===== src/rtl/fft_pkg.sv =====
// Fixed-point helpers shared by the FFT butterflies (radix-2 now, radix-4 later).
package fft_pkg;
  localparam int DATA_W_DEF = 16;
  localparam int TW_W_DEF   = 16;
  localparam int GUARD_W    = 2;

  typedef struct packed {
    logic signed [63:0] val;
    logic               hit;
  } sat_t;

  function automatic int prod_w(input int data_w, input int tw_w);
    return data_w + tw_w;
  endfunction

  function automatic int round_shift(input int tw_w);
    return tw_w - 1;
  endfunction

  function automatic sat_t sat_clamp(input logic signed [63:0] value, input int width);
    logic signed [63:0] hi;
    logic signed [63:0] lo;
    sat_t               r;
    hi    = (64'sd1 <<< (width - 1)) - 64'sd1;
    lo    = -(64'sd1 <<< (width - 1));
    r.hit = 1'b1;
    if (value > hi) begin
      r.val = hi;
    end else if (value < lo) begin
      r.val = lo;
    end else begin
      r.val = value;
      r.hit = 1'b0;
    end
    return r;
  endfunction

  // Packed complex words are {real, imag}; both extractors sign-extend the field.
  function automatic logic signed [63:0] cplx_re(input logic [127:0] word, input int width);
    logic [63:0] t;
    t = 64'(word >> width) << (64 - width);
    return $signed(t) >>> (64 - width);
  endfunction

  function automatic logic signed [63:0] cplx_im(input logic [127:0] word, input int width);
    logic [63:0] t;
    t = word[63:0] << (64 - width);
    return $signed(t) >>> (64 - width);
  endfunction
endpackage


===== src/rtl/butterfly_r2_pipe_if.sv =====
// Operand/result bundle between stage memory, twiddle ROM and the radix-2 butterfly.
interface butterfly_r2_pipe_if
  import fft_pkg::*;
#(
  parameter int DATA_W = DATA_W_DEF,
  parameter int TW_W   = TW_W_DEF
);
  logic                i_valid;
  logic                o_ready;
  logic [2*DATA_W-1:0] i_A;
  logic [2*DATA_W-1:0] i_B;
  logic [2*TW_W-1:0]   i_W;
  logic                i_scale;
  logic                o_valid;
  logic                i_ready;
  logic [2*DATA_W-1:0] o_C;
  logic [2*DATA_W-1:0] o_D;
  logic                o_sat;

  modport slave (
    input  i_valid, i_A, i_B, i_W, i_scale, i_ready,
    output o_ready, o_valid, o_C, o_D, o_sat
  );

  modport master (
    output i_valid, i_A, i_B, i_W, i_scale, i_ready,
    input  o_ready, o_valid, o_C, o_D, o_sat
  );
endinterface


===== src/rtl/cmplx_mult_pipe.sv =====
// Two-stage complex multiply P = B*W, rounded half-up back to DATA_W+2 bits.
module cmplx_mult_pipe
  import fft_pkg::*;
#(
  parameter int DATA_W = DATA_W_DEF,
  parameter int TW_W   = TW_W_DEF
) (
  input  logic                             clk_i,
  input  logic                             rst_i,
  input  logic                             en_i,
  input  logic                             vld_i,
  input  logic [2*DATA_W-1:0]              b_i,
  input  logic [2*TW_W-1:0]                w_i,
  output logic                             vld_o,
  output logic signed [DATA_W+GUARD_W-1:0] pr_o,
  output logic signed [DATA_W+GUARD_W-1:0] pi_o
);
  localparam int PW   = prod_w(DATA_W, TW_W);
  localparam int SUMW = PW + 1;
  localparam int SW   = DATA_W + GUARD_W;
  localparam logic signed [SUMW-1:0] RND = SUMW'(1) <<< (TW_W - 2);

  logic                     vld_p1_q;
  logic                     vld_p2_q;
  logic [2*DATA_W-1:0]      b_p1_q;
  logic [2*TW_W-1:0]        w_p1_q;
  logic signed [DATA_W-1:0] br;
  logic signed [DATA_W-1:0] bi;
  logic signed [TW_W-1:0]   wr;
  logic signed [TW_W-1:0]   wi;
  logic signed [PW-1:0]     m_rr;
  logic signed [PW-1:0]     m_ii;
  logic signed [PW-1:0]     m_ri;
  logic signed [PW-1:0]     m_ir;
  logic signed [SUMW-1:0]   pr_full;
  logic signed [SUMW-1:0]   pi_full;
  logic signed [SW-1:0]     pr_d;
  logic signed [SW-1:0]     pi_d;
  logic signed [SW-1:0]     pr_p2_q;
  logic signed [SW-1:0]     pi_p2_q;

  always_ff @(posedge clk_i or posedge rst_i) begin
    if (rst_i) begin
      vld_p1_q <= 1'b0;
      vld_p2_q <= 1'b0;
    end else if (en_i) begin
      vld_p1_q <= vld_i;
      vld_p2_q <= vld_p1_q;
    end
  end

  // S1: operand capture
  always_ff @(posedge clk_i) begin
    if (en_i) begin
      b_p1_q <= b_i;
      w_p1_q <= w_i;
    end
  end

  // S2: products, one extra bit for the add/sub, round then drop TW_W-1 fraction bits
  always_comb begin
    br      = DATA_W'(cplx_re(128'(b_p1_q), DATA_W));
    bi      = DATA_W'(cplx_im(128'(b_p1_q), DATA_W));
    wr      = TW_W'(cplx_re(128'(w_p1_q), TW_W));
    wi      = TW_W'(cplx_im(128'(w_p1_q), TW_W));
    m_rr    = PW'(br) * PW'(wr);
    m_ii    = PW'(bi) * PW'(wi);
    m_ri    = PW'(br) * PW'(wi);
    m_ir    = PW'(bi) * PW'(wr);
    pr_full = SUMW'(m_rr) - SUMW'(m_ii) + RND;
    pi_full = SUMW'(m_ri) + SUMW'(m_ir) + RND;
    pr_d    = SW'(pr_full >>> round_shift(TW_W));
    pi_d    = SW'(pi_full >>> round_shift(TW_W));
  end

  always_ff @(posedge clk_i) begin
    if (en_i) begin
      pr_p2_q <= pr_d;
      pi_p2_q <= pi_d;
    end
  end

  assign vld_o = vld_p2_q;
  assign pr_o  = pr_p2_q;
  assign pi_o  = pi_p2_q;
endmodule


===== src/rtl/butterfly_r2_pipe.sv =====
// Radix-2 DIT butterfly C = A + B*W, D = A - B*W; 3-stage pipeline with valid/ready
// backpressure, optional divide-by-2 stage scaling and saturation.
module butterfly_r2_pipe
  import fft_pkg::*;
#(
  parameter int DATA_W = DATA_W_DEF,
  parameter int TW_W   = TW_W_DEF,
  parameter int SAT_EN = 1
) (
  input logic                i_clk,
  input logic                i_rst,
  butterfly_r2_pipe_if.slave bus
);
  localparam int SW = DATA_W + GUARD_W;
  localparam logic signed [SW-1:0] ONE = SW'(1);

  logic                     en;
  logic [2*DATA_W-1:0]      a_p1_q;
  logic [2*DATA_W-1:0]      a_p2_q;
  logic                     scale_p1_q;
  logic                     scale_p2_q;
  logic                     vld_p2;
  logic signed [SW-1:0]     pr_p2;
  logic signed [SW-1:0]     pi_p2;
  logic signed [SW-1:0]     ar;
  logic signed [SW-1:0]     ai;
  logic signed [SW-1:0]     sum [4];
  sat_t                     clamp [4];
  logic signed [DATA_W-1:0] res [4];
  logic [2*DATA_W-1:0]      c_d;
  logic [2*DATA_W-1:0]      d_d;
  logic                     sat_d;
  logic [2*DATA_W-1:0]      c_p3_q;
  logic [2*DATA_W-1:0]      d_p3_q;
  logic                     sat_p3_q;
  logic                     vld_p3_q;

  // One global enable: a full output register that is not being drained freezes every stage.
  assign en          = !vld_p3_q || bus.i_ready;
  assign bus.o_ready = en;

  // S1/S2: A and scale ride alongside the multiplier stages
  always_ff @(posedge i_clk) begin
    if (en) begin
      a_p1_q     <= bus.i_A;
      scale_p1_q <= bus.i_scale;
      a_p2_q     <= a_p1_q;
      scale_p2_q <= scale_p1_q;
    end
  end

  cmplx_mult_pipe #(
    .DATA_W (DATA_W),
    .TW_W   (TW_W)
  ) u_mult (
    .clk_i (i_clk),
    .rst_i (i_rst),
    .en_i  (en),
    .vld_i (bus.i_valid),
    .b_i   (bus.i_B),
    .w_i   (bus.i_W),
    .vld_o (vld_p2),
    .pr_o  (pr_p2),
    .pi_o  (pi_p2)
  );

  // S3: add/sub at full guard width, then optional scale and clamp
  always_comb begin
    ar     = SW'(cplx_re(128'(a_p2_q), DATA_W));
    ai     = SW'(cplx_im(128'(a_p2_q), DATA_W));
    sum[0] = ar + pr_p2;
    sum[1] = ai + pi_p2;
    sum[2] = ar - pr_p2;
    sum[3] = ai - pi_p2;
    sat_d  = 1'b0;
    for (int k = 0; k < 4; k++) begin
      if (scale_p2_q) sum[k] = (sum[k] + ONE) >>> 1;
      clamp[k] = sat_clamp(64'(sum[k]), DATA_W);
      res[k]   = DATA_W'(sum[k]);
      if (SAT_EN != 0) begin
        res[k] = DATA_W'(clamp[k].val);
        sat_d  = sat_d | clamp[k].hit;
      end
    end
    c_d = {res[0], res[1]};
    d_d = {res[2], res[3]};
  end

  always_ff @(posedge i_clk or posedge i_rst) begin
    if (i_rst) begin
      vld_p3_q <= 1'b0;
      c_p3_q   <= '0;
      d_p3_q   <= '0;
      sat_p3_q <= 1'b0;
    end else if (en) begin
      vld_p3_q <= vld_p2;
      if (vld_p2) begin
        c_p3_q   <= c_d;
        d_p3_q   <= d_d;
        sat_p3_q <= sat_d;
      end
    end
  end

  assign bus.o_valid = vld_p3_q;
  assign bus.o_C     = c_p3_q;
  assign bus.o_D     = d_p3_q;
  assign bus.o_sat   = sat_p3_q;
endmodule


===== src/flat_wrapper.sv =====
// flat-port wrapper written by rule: the top's interface ports become plain ports
module butterfly_r2_pipe_flat import fft_pkg::*;
#(
  parameter int DATA_W = DATA_W_DEF,
  parameter int TW_W   = TW_W_DEF,
  parameter int SAT_EN = 1
)
  (i_clk, i_rst, bus_i_valid, bus_i_A, bus_i_B, bus_i_W, bus_i_scale, bus_i_ready, bus_o_ready, bus_o_valid, bus_o_C, bus_o_D, bus_o_sat);
  butterfly_r2_pipe_if #(.DATA_W(DATA_W), .TW_W(TW_W)) bus_i ();
  input logic i_clk;
  input logic i_rst;
  input wire logic [$bits(bus_i.i_valid)-1:0] bus_i_valid;
  input wire logic [$bits(bus_i.i_A)-1:0] bus_i_A;
  input wire logic [$bits(bus_i.i_B)-1:0] bus_i_B;
  input wire logic [$bits(bus_i.i_W)-1:0] bus_i_W;
  input wire logic [$bits(bus_i.i_scale)-1:0] bus_i_scale;
  input wire logic [$bits(bus_i.i_ready)-1:0] bus_i_ready;
  output wire logic [$bits(bus_i.o_ready)-1:0] bus_o_ready;
  output wire logic [$bits(bus_i.o_valid)-1:0] bus_o_valid;
  output wire logic [$bits(bus_i.o_C)-1:0] bus_o_C;
  output wire logic [$bits(bus_i.o_D)-1:0] bus_o_D;
  output wire logic [$bits(bus_i.o_sat)-1:0] bus_o_sat;
  assign bus_i.i_valid = bus_i_valid;
  assign bus_i.i_A = bus_i_A;
  assign bus_i.i_B = bus_i_B;
  assign bus_i.i_W = bus_i_W;
  assign bus_i.i_scale = bus_i_scale;
  assign bus_i.i_ready = bus_i_ready;
  assign bus_o_ready = bus_i.o_ready;
  assign bus_o_valid = bus_i.o_valid;
  assign bus_o_C = bus_i.o_C;
  assign bus_o_D = bus_i.o_D;
  assign bus_o_sat = bus_i.o_sat;
  butterfly_r2_pipe #(.DATA_W(DATA_W), .TW_W(TW_W), .SAT_EN(SAT_EN)) u_core (.i_clk(i_clk), .i_rst(i_rst), .bus(bus_i));
endmodule

===== config.mk =====
export PLATFORM = sky130hd
export DESIGN_NAME = butterfly_r2_pipe_flat
export DESIGN_NICKNAME = d
export VERILOG_FILES = /design/src/rtl/fft_pkg.sv /design/src/rtl/butterfly_r2_pipe_if.sv /design/src/rtl/cmplx_mult_pipe.sv /design/src/rtl/butterfly_r2_pipe.sv /design/src/flat_wrapper.sv
export SDC_FILE = /design/constraint.sdc
export NUM_CORES = 2
export LEC_CHECK = 0
export ABC_AREA = 1
export CAP_MARGIN = 0
export CORE_MARGIN = 2
export CORE_UTILIZATION = 45
export DETAILED_ROUTE_END_ITERATION = 12
export HOLD_SLACK_MARGIN = 0.1
export PLACE_DENSITY = 0.66
export SLEW_MARGIN = 0
export SYNTH_ARGS = -nofsm -noshare
export SYNTH_HDL_FRONTEND = slang
export SYNTH_SLANG_ARGS = --single-unit

===== constraint.sdc =====
create_clock -name i_clk -period 8.62 [get_ports i_clk]
set_clock_uncertainty 0.15 [all_clocks]
set_input_delay 0.862 -clock i_clk [delete_from_list [all_inputs] [get_ports i_clk]]
set_output_delay 0.862 -clock i_clk [all_outputs]
set_load 0.02 [all_outputs]

# After elaboration in Yosys (flattened, before gate mapping)

Index checks and enable logic that the tools add are counted.

Reduce and logical (&&, ||, !) cells: 3
Muxes and demuxes: 20
Magnitude comparators: 8
Multiply operators: 4
$add $sub $neg: 12
Bitwise operators: 3

Operator list:

| cell                                                            | number |
|---|---|
| multiplier 16 x 16 -> 32 bit                                    | 4 |
| two-way mux 16 bit                                              | 8 |
| adder 18 x 2 -> 18 bit, second input constant                   | 4 |
| greater-than comparator 18 x 16 -> 1 bit, second input constant | 4 |
| less-than comparator 18 x 16 -> 1 bit, second input constant    | 4 |
| two-way mux 18 bit                                              | 4 |
| adder 33 x 16 -> 33 bit, second input constant                  | 2 |
| adder 16 x 18 -> 18 bit                                         | 2 |
| subtractor 16 x 18 -> 18 bit                                    | 2 |
| adder 32 x 32 -> 33 bit                                         | 1 |
| subtractor 32 x 32 -> 33 bit                                    | 1 |
| two-way mux 1 bit                                               | 8 |
| OR 1 bit                                                        | 3 |
| AND reduction 2 bit                                             | 1 |
| logical NOT 1 bit                                               | 1 |
| logical OR 1 bit                                                | 1 |

Word-level logic and storage cells: 64
Bits of input ports: 101
Output and inout port bits: 67
Register bits after elaboration: 234

# Logic depth before layout (Yosys ltp)

Depth in word-level cells: 9
Gate-level depth with buffers: 32
Mapped depth without buffers: 31

# Modules after synthesis

A second synthesis with hierarchy kept.

Cells, all modules: 7097
Area, all modules: 57002.2 sq um

By module, submodules not included:

| module            | area each (sq um) | times used | cells each | seq. area each (sq um) |
|---|---|---|---|---|
| cmplx_mult_pipe   | 44993.2           | 1          | 5301       | 3052.9 |
| butterfly_r2_pipe | 12009.0           | 1          | 1796       | 3633.5 |

# Worst setup path after synthesis

Ideal clock, no wire load.

Kind: register to register
Start point: register u_core.u_mult.w_p1_q[0]
End point: register u_core.u_mult.pr_p2_q[15], in the netlist u_core.u_mult.pr_o[15], data pin
Path buffers: 1
Required time: 8210 ps
Arrival time: 6901 ps
Stages on the path, launching flop included: 30
Path slack: 1309 ps
Setup time: 260 ps
Cells stage by stage: edfxtp_1 clkbuf_1 nand2_1 inv_1 fa_1 inv_1 fa_1 inv_1 fa_1 inv_1 fa_1 fa_1 fa_1 fa_1 inv_1 fa_1 inv_1 ha_1 nand2_1 nor3_1 o21ai_0 nand3_1 nand3_1 nand2_1 nand3_1 nand3_1 nand2_1 nor3_1 nor2_1 xor2_1

Cells in the longest elaborated chain, start to end: 3

Ends and longest elaborated chain:

| what                                | RTL line              | text |
|---|---|---|
| start, declared                     | cmplx_mult_pipe.sv:26 | `logic [2*TW_W-1:0] w_p1_q;` |
| start signal, assigned              | cmplx_mult_pipe.sv:56 | `w_p1_q <= w_i;` |
| multiplier 16 x 16 -> 32 bit        | cmplx_mult_pipe.sv:67 | `m_ii = PW'(bi) * PW'(wi);` |
| subtractor 32 x 32 -> 33 bit        | cmplx_mult_pipe.sv:70 | `pr_full = SUMW'(m_rr) - SUMW'(m_ii) + RND;` |
| adder 33 x 16 -> 33 bit             | cmplx_mult_pipe.sv:70 |  |
| named net u_core.u_mult.pr_full[30] | cmplx_mult_pipe.sv:35 | `logic signed [SUMW-1:0] pr_full;` |
| end signal, assigned                | cmplx_mult_pipe.sv:78 | `pr_p2_q <= pr_d;` |
| end, declared                       | cmplx_mult_pipe.sv:39 | `logic signed [SW-1:0] pr_p2_q;` |

The timed path passes the listed nets, and every way through them passes these cells.
A chain may end at the register's enable or synchronous reset.

# Worst setup path in the final report

Start point: register u_core.u_mult.b_p1_q[7]
End point: register u_core.u_mult.pr_p2_q[6], in the netlist u_core.u_mult.pr_o[6], data pin

Cells in the longest elaborated chain, start to end: 3

Ends and longest elaborated chain:

| what                                | RTL line              | text |
|---|---|---|
| start, declared                     | cmplx_mult_pipe.sv:25 | `logic [2*DATA_W-1:0] b_p1_q;` |
| start signal, assigned              | cmplx_mult_pipe.sv:55 | `b_p1_q <= b_i;` |
| multiplier 16 x 16 -> 32 bit        | cmplx_mult_pipe.sv:67 |  |
| subtractor 32 x 32 -> 33 bit        | cmplx_mult_pipe.sv:70 |  |
| adder 33 x 16 -> 33 bit             | cmplx_mult_pipe.sv:70 |  |
| named net u_core.u_mult.pr_full[21] | cmplx_mult_pipe.sv:35 |  |

The timed path passes the listed nets, and every way through them passes these cells.

==> flow_summary.html <==
<table>
<tr><th>Metric</th><th>Value</th></tr>
<tr><th colspan="2">Drt</th></tr>
<tr><td>Drt drc</td><td>0</td></tr>
<tr><td>First-pass iteration count of the detailed router</td><td>6</td></tr>
<tr><td>Routed wire length</td><td>around 160000 um</td></tr>
<tr><td>Routed length per instance</td><td>slightly below 20 um</td></tr>
<tr><td>Post-DRT Antenna Nets</td><td>0</td></tr>
<tr><td>Detailed-route via count</td><td>~42000</td></tr>
<tr><td>Vias per inst</td><td>roughly 5.0</td></tr>
<tr><td>Number of DRC markers in iteration 0</td><td>about 3400</td></tr>
<tr><th colspan="2">Clocking</th></tr>
<tr><td>H-tree depth</td><td>1</td></tr>
<tr><td>Count of clock tree sinks</td><td>about 230</td></tr>
<tr><td>CTS root buf</td><td>clkbuf_16</td></tr>
<tr><td>Number of buffers created by CTS</td><td>30</td></tr>
<tr><td>Count of cells resized by post-cts repair</td><td>0</td></tr>
<tr><td>Number of hold-repair buffers added at the cts stage</td><td>0</td></tr>
<tr><td>Clock transition at the registers of the reported paths</td><td>0.07 ns</td></tr>
<tr><td>Maximum buffer depth of the clock tree</td><td>3</td></tr>
<tr><td>CTS tree</td><td>yes</td></tr>
<tr><td>Latest clock arrival within the worst-skew pair</td><td>between 0.6 and 0.7 ns</td></tr>
<tr><td>Setup Buffers After CTS</td><td>0</td></tr>
<tr><th colspan="2">Synth</th></tr>
<tr><td>Main synth FF type</td><td>edfxtp_1</td></tr>
<tr><td>Cell area after synthesis</td><td>55400 sq um</td></tr>
<tr><td>Count of warnings emitted by yosys</td><td>0</td></tr>
<tr><td>Commonest cells post-synth</td><td>inv_1 (2031), nand2_1 (1644), fa_1 (1177)</td></tr>
<tr><td>Area share of the largest cell type after synthesis</td><td>0.425</td></tr>
<tr><td>Avg Inst Size Synth</td><td>slightly above 8 sq um</td></tr>
<tr><td>Post-synthesis register bit count</td><td>approximately 230</td></tr>
<tr><td>Number of nets in the synthesized netlist</td><td>about 8400</td></tr>
<tr><td>Cell with the most instances after synthesis</td><td>inv_1</td></tr>
<tr><td>Post-synthesis async set-or-reset flop share</td><td>0.291</td></tr>
<tr><td>Share of synthesized area occupied by flip-flops and latches</td><td>0.121</td></tr>
<tr><td>Number of flops mapped to enable cells by yosys</td><td>166</td></tr>
<tr><td>Cell type with the highest aggregate area in the netlist</td><td>fa_1</td></tr>
<tr><td>Largest cells by area after synthesis</td><td>fa_1 (43%), inv_1 (14%), nand2_1 (11%)</td></tr>
<tr><td>Library cells used by synthesis</td><td>52</td></tr>
<tr><td>Post-Synthesis Cells</td><td>6706</td></tr>
<tr><th colspan="2">Setup path</th></tr>
<tr><td>Category of the critical setup timing path</td><td>flip-flop to flip-flop</td></tr>
<tr><td>Data required time at the worst endpoint</td><td>roughly 9 ns</td></tr>
<tr><td>Category of the worst setup path capture point</td><td>flip-flop</td></tr>
<tr><td>Launch point of the worst path</td><td>u_core.u_mult.b_p1_q[7]$_DFFE_PN_</td></tr>
<tr><td>Critical path launch point type</td><td>flip-flop</td></tr>
<tr><td>Data arrival at the endpoint of the critical path</td><td>about 8.6 ns</td></tr>
<tr><td>Reg-to-Reg Start</td><td>u_core.u_mult.b_p1_q[7]$_DFFE_PN_</td></tr>
<tr><td>Maximum fanout count along the critical path</td><td>16</td></tr>
<tr><th colspan="2">Final layout</th></tr>
<tr><td>Area taken by multi-input logic gates</td><td>approximately 40000 sq um</td></tr>
<tr><td>Ratio of cells with drive above 1 in the final layout</td><td>0.0502</td></tr>
<tr><td>Fillcell total</td><td>about 12000</td></tr>
<tr><td>Layout overhead on the synthesized area</td><td>9.38%</td></tr>
<tr><td>Net count of the finished layout</td><td>~8500</td></tr>
<tr><td>Register Area</td><td>6690 sq um</td></tr>
<tr><td>Final standard cell count with taps included and fillers excluded</td><td>between 8000 and 9000</td></tr>
<tr><th colspan="2">Flow run</th></tr>
<tr><td>Number of max-cap violations</td><td>0</td></tr>
<tr><th colspan="2">STA</th></tr>
<tr><td>Worst max-slew margin expressed relative to the limit</td><td>0.00623</td></tr>
<tr><td>Setup violations, final</td><td>0</td></tr>
<tr><td>Highest clock rate</td><td>122 MHz</td></tr>
<tr><td>Worst-margin pin slew</td><td>between 1 and 1.5 ns</td></tr>
<tr><td>Unrepaired setup endpoints after global routing</td><td>false</td></tr>
<tr><td>Fin crit period</td><td>about 8.2 ns</td></tr>
<tr><td>Total count of max-transition violations in the final report</td><td>0</td></tr>
<tr><td>Total negative slack</td><td>0 ns</td></tr>
<tr><td>Final hold vios</td><td>0</td></tr>
<tr><td>Final period util</td><td>0.951</td></tr>
<tr><th colspan="2">Placement</th></tr>
<tr><td>Final weighted congestion of routability-driven global placement</td><td>0.980</td></tr>
<tr><td>Dpl cells</td><td>roughly 8400</td></tr>
<tr><td>Placed wire-length estimate</td><td>between 100000 and 150000 um</td></tr>
<tr><td>Count of buffers from port buffering</td><td>~170</td></tr>
<tr><th colspan="2">Hold path</th></tr>
<tr><td>HP Class</td><td>flip-flop to flip-flop</td></tr>
<tr><td>Hold Path Origin</td><td>u_core.a_p1_q[24]$_DFFE_PN_</td></tr>
<tr><th colspan="2">Global route</th></tr>
<tr><td>Largest net degree at the start of global routing</td><td>just over 90</td></tr>
<tr><td>Antenna violations before repair</td><td>4</td></tr>
<tr><td>Sum of overflow across all layers after global routing</td><td>0</td></tr>
<tr><td>Number of global-route vias before repair</td><td>roughly 46000</td></tr>
<tr><td>First-pass GRT wire length</td><td>between 200000 and 300000 um</td></tr>
<tr><td>Global Route Usage Sum</td><td>0.269</td></tr>
<tr><th colspan="2">Floorplanning</th></tr>
<tr><td>Die width</td><td>roughly 350 um</td></tr>
<tr><td>Area of the core region</td><td>approximately 120000 sq um</td></tr>
<tr><td>Die area</td><td>about 130000 sq um</td></tr>
<tr><td>Starting density of the core</td><td>0.454</td></tr>
<tr><td>Top-level I/O count</td><td>around 170</td></tr>
<tr><td>Die height</td><td>about 350 um</td></tr>
<tr><td>Num rows</td><td>~130</td></tr>
<tr><th colspan="2">Outcome</th></tr>
<tr><td>Outcome</td><td>finished, final reports clean</td></tr>
</table>
==> worst max-delay path, stage by stage, from the launching register on <==
cell	delay [ns]
edfxtp_1	1.12
nand2_1	0.20
fa_1	0.49
fa_1	0.50
inv_1	0.05
fa_1	0.47
inv_1	0.05
fa_1	0.49
fa_1	0.60
fa_1	0.44
fa_1	0.52
inv_1	0.06
fa_1	0.47
inv_1	0.04
ha_1	0.35
nand2_1	0.15
nor4_1	0.70
nand2_1	0.11
nand2_1	0.23
nand3_1	0.11
nand2_1	0.13
nand2_1	0.07
nand2_1	0.09
xor2_1	0.27
buf_4	0.19
==> state kept, by name, indices dropped and copies added (netlist names) <==
name and flops:
u_core.a_p1_q 32, u_core.a_p2_q 32, u_core.bus.o_C 32, u_core.bus.o_D 32, u_core.bus.o_sat 1, u_core.bus.o_valid 1, u_core.scale_p1_q 1, u_core.scale_p2_q 1
u_core.u_mult.b_p1_q 32, u_core.u_mult.pi_o 18, u_core.u_mult.pr_o 18, u_core.u_mult.vld_o 1, u_core.u_mult.vld_p1_q 1, u_core.u_mult.w_p1_q 32
==> metal layers <==
metal  share of wire  global-route usage  wire length, um
met1            0.41               0.350            67000
met2            0.47               0.451            76900
met3           0.080              0.0411            13200
met4           0.047               0.106             7740
met5         0.00016                   0               27
==> final timing paths <==
check,end,slack (ns),depth (start not counted)
min in group asynchronous,u_core.bus.o_D[30]$_DFFE_PP0P_,0.64,3
max reg2reg,u_core.u_mult.pr_o[6]$_DFFE_PN_,0.42,24
max,u_core.u_mult.pr_o[6]$_DFFE_PN_,0.42,24
max in group asynchronous,u_core.bus.o_C[12]$_DFFE_PP0P_,7.12,3
min,u_core.a_p2_q[24]$_DFFE_PN_,0.27,0
min reg2reg,u_core.a_p2_q[24]$_DFFE_PN_,0.27,0
==> kinds of logic (layout without fill, tap and decap cells) <==
family,after synthesis,count (layout),synth area share
buffers and inverters,2297,2447,0.158
and+or+nand+nor,2177,2177,0.158
adders and majority gates,1548,1548,0.509
AOI/OAI and AO/OA,339,339,0.0365
DFF,234,234,0.121
xor gates and xnor gates,111,111,0.0177
other,0,2,0
==> stage by stage <==
stage          hold WS, ns   util  instance area, sq um  worst slack [ns]
3_5_place_dp         0.256  0.488                 59500             0.540
6_report             0.269  0.497                 60600             0.425
3_3_place_gp         0.254  0.488                 59500             0.590
2_1_floorplan        0.250      -                 55400              1.31
4_1_cts              0.270  0.497                 60600             0.546
5_1_grt              0.273  0.497                 60600             0.140
==> layout make-up <==
class,count,share of cell area
Timing Repair Buffer,339,0.0514
Multi-Input combinational cell,4175,0.660
Antenna cell,2,0.0000826
Clock buffer,34,0.0126
Sequential cell,234,0.110
Inverter,2052,0.127
Tap cell,1625,0.0336
Clock inverter,22,0.00500
==> cell usage in the layout (no fill, tap or decap), drive strengths merged, types with 68 or more instances in the layout <==
master,netlist,layout
a21oi,197,197
buf,37,172
clkdlybuf4s50,0,167
dfrtp,68,68
edfxtp,166,166
fa,1177,1177
ha,371,371
inv,2051,2056
nand2,1666,1666
nand3,155,155
nor2,270,270
o21ai,74,74
xor2,77,77
Power is left out: the tool's default activity adds up to more than one toggle a clock period on the data nets, which glitch-free logic cannot reach.
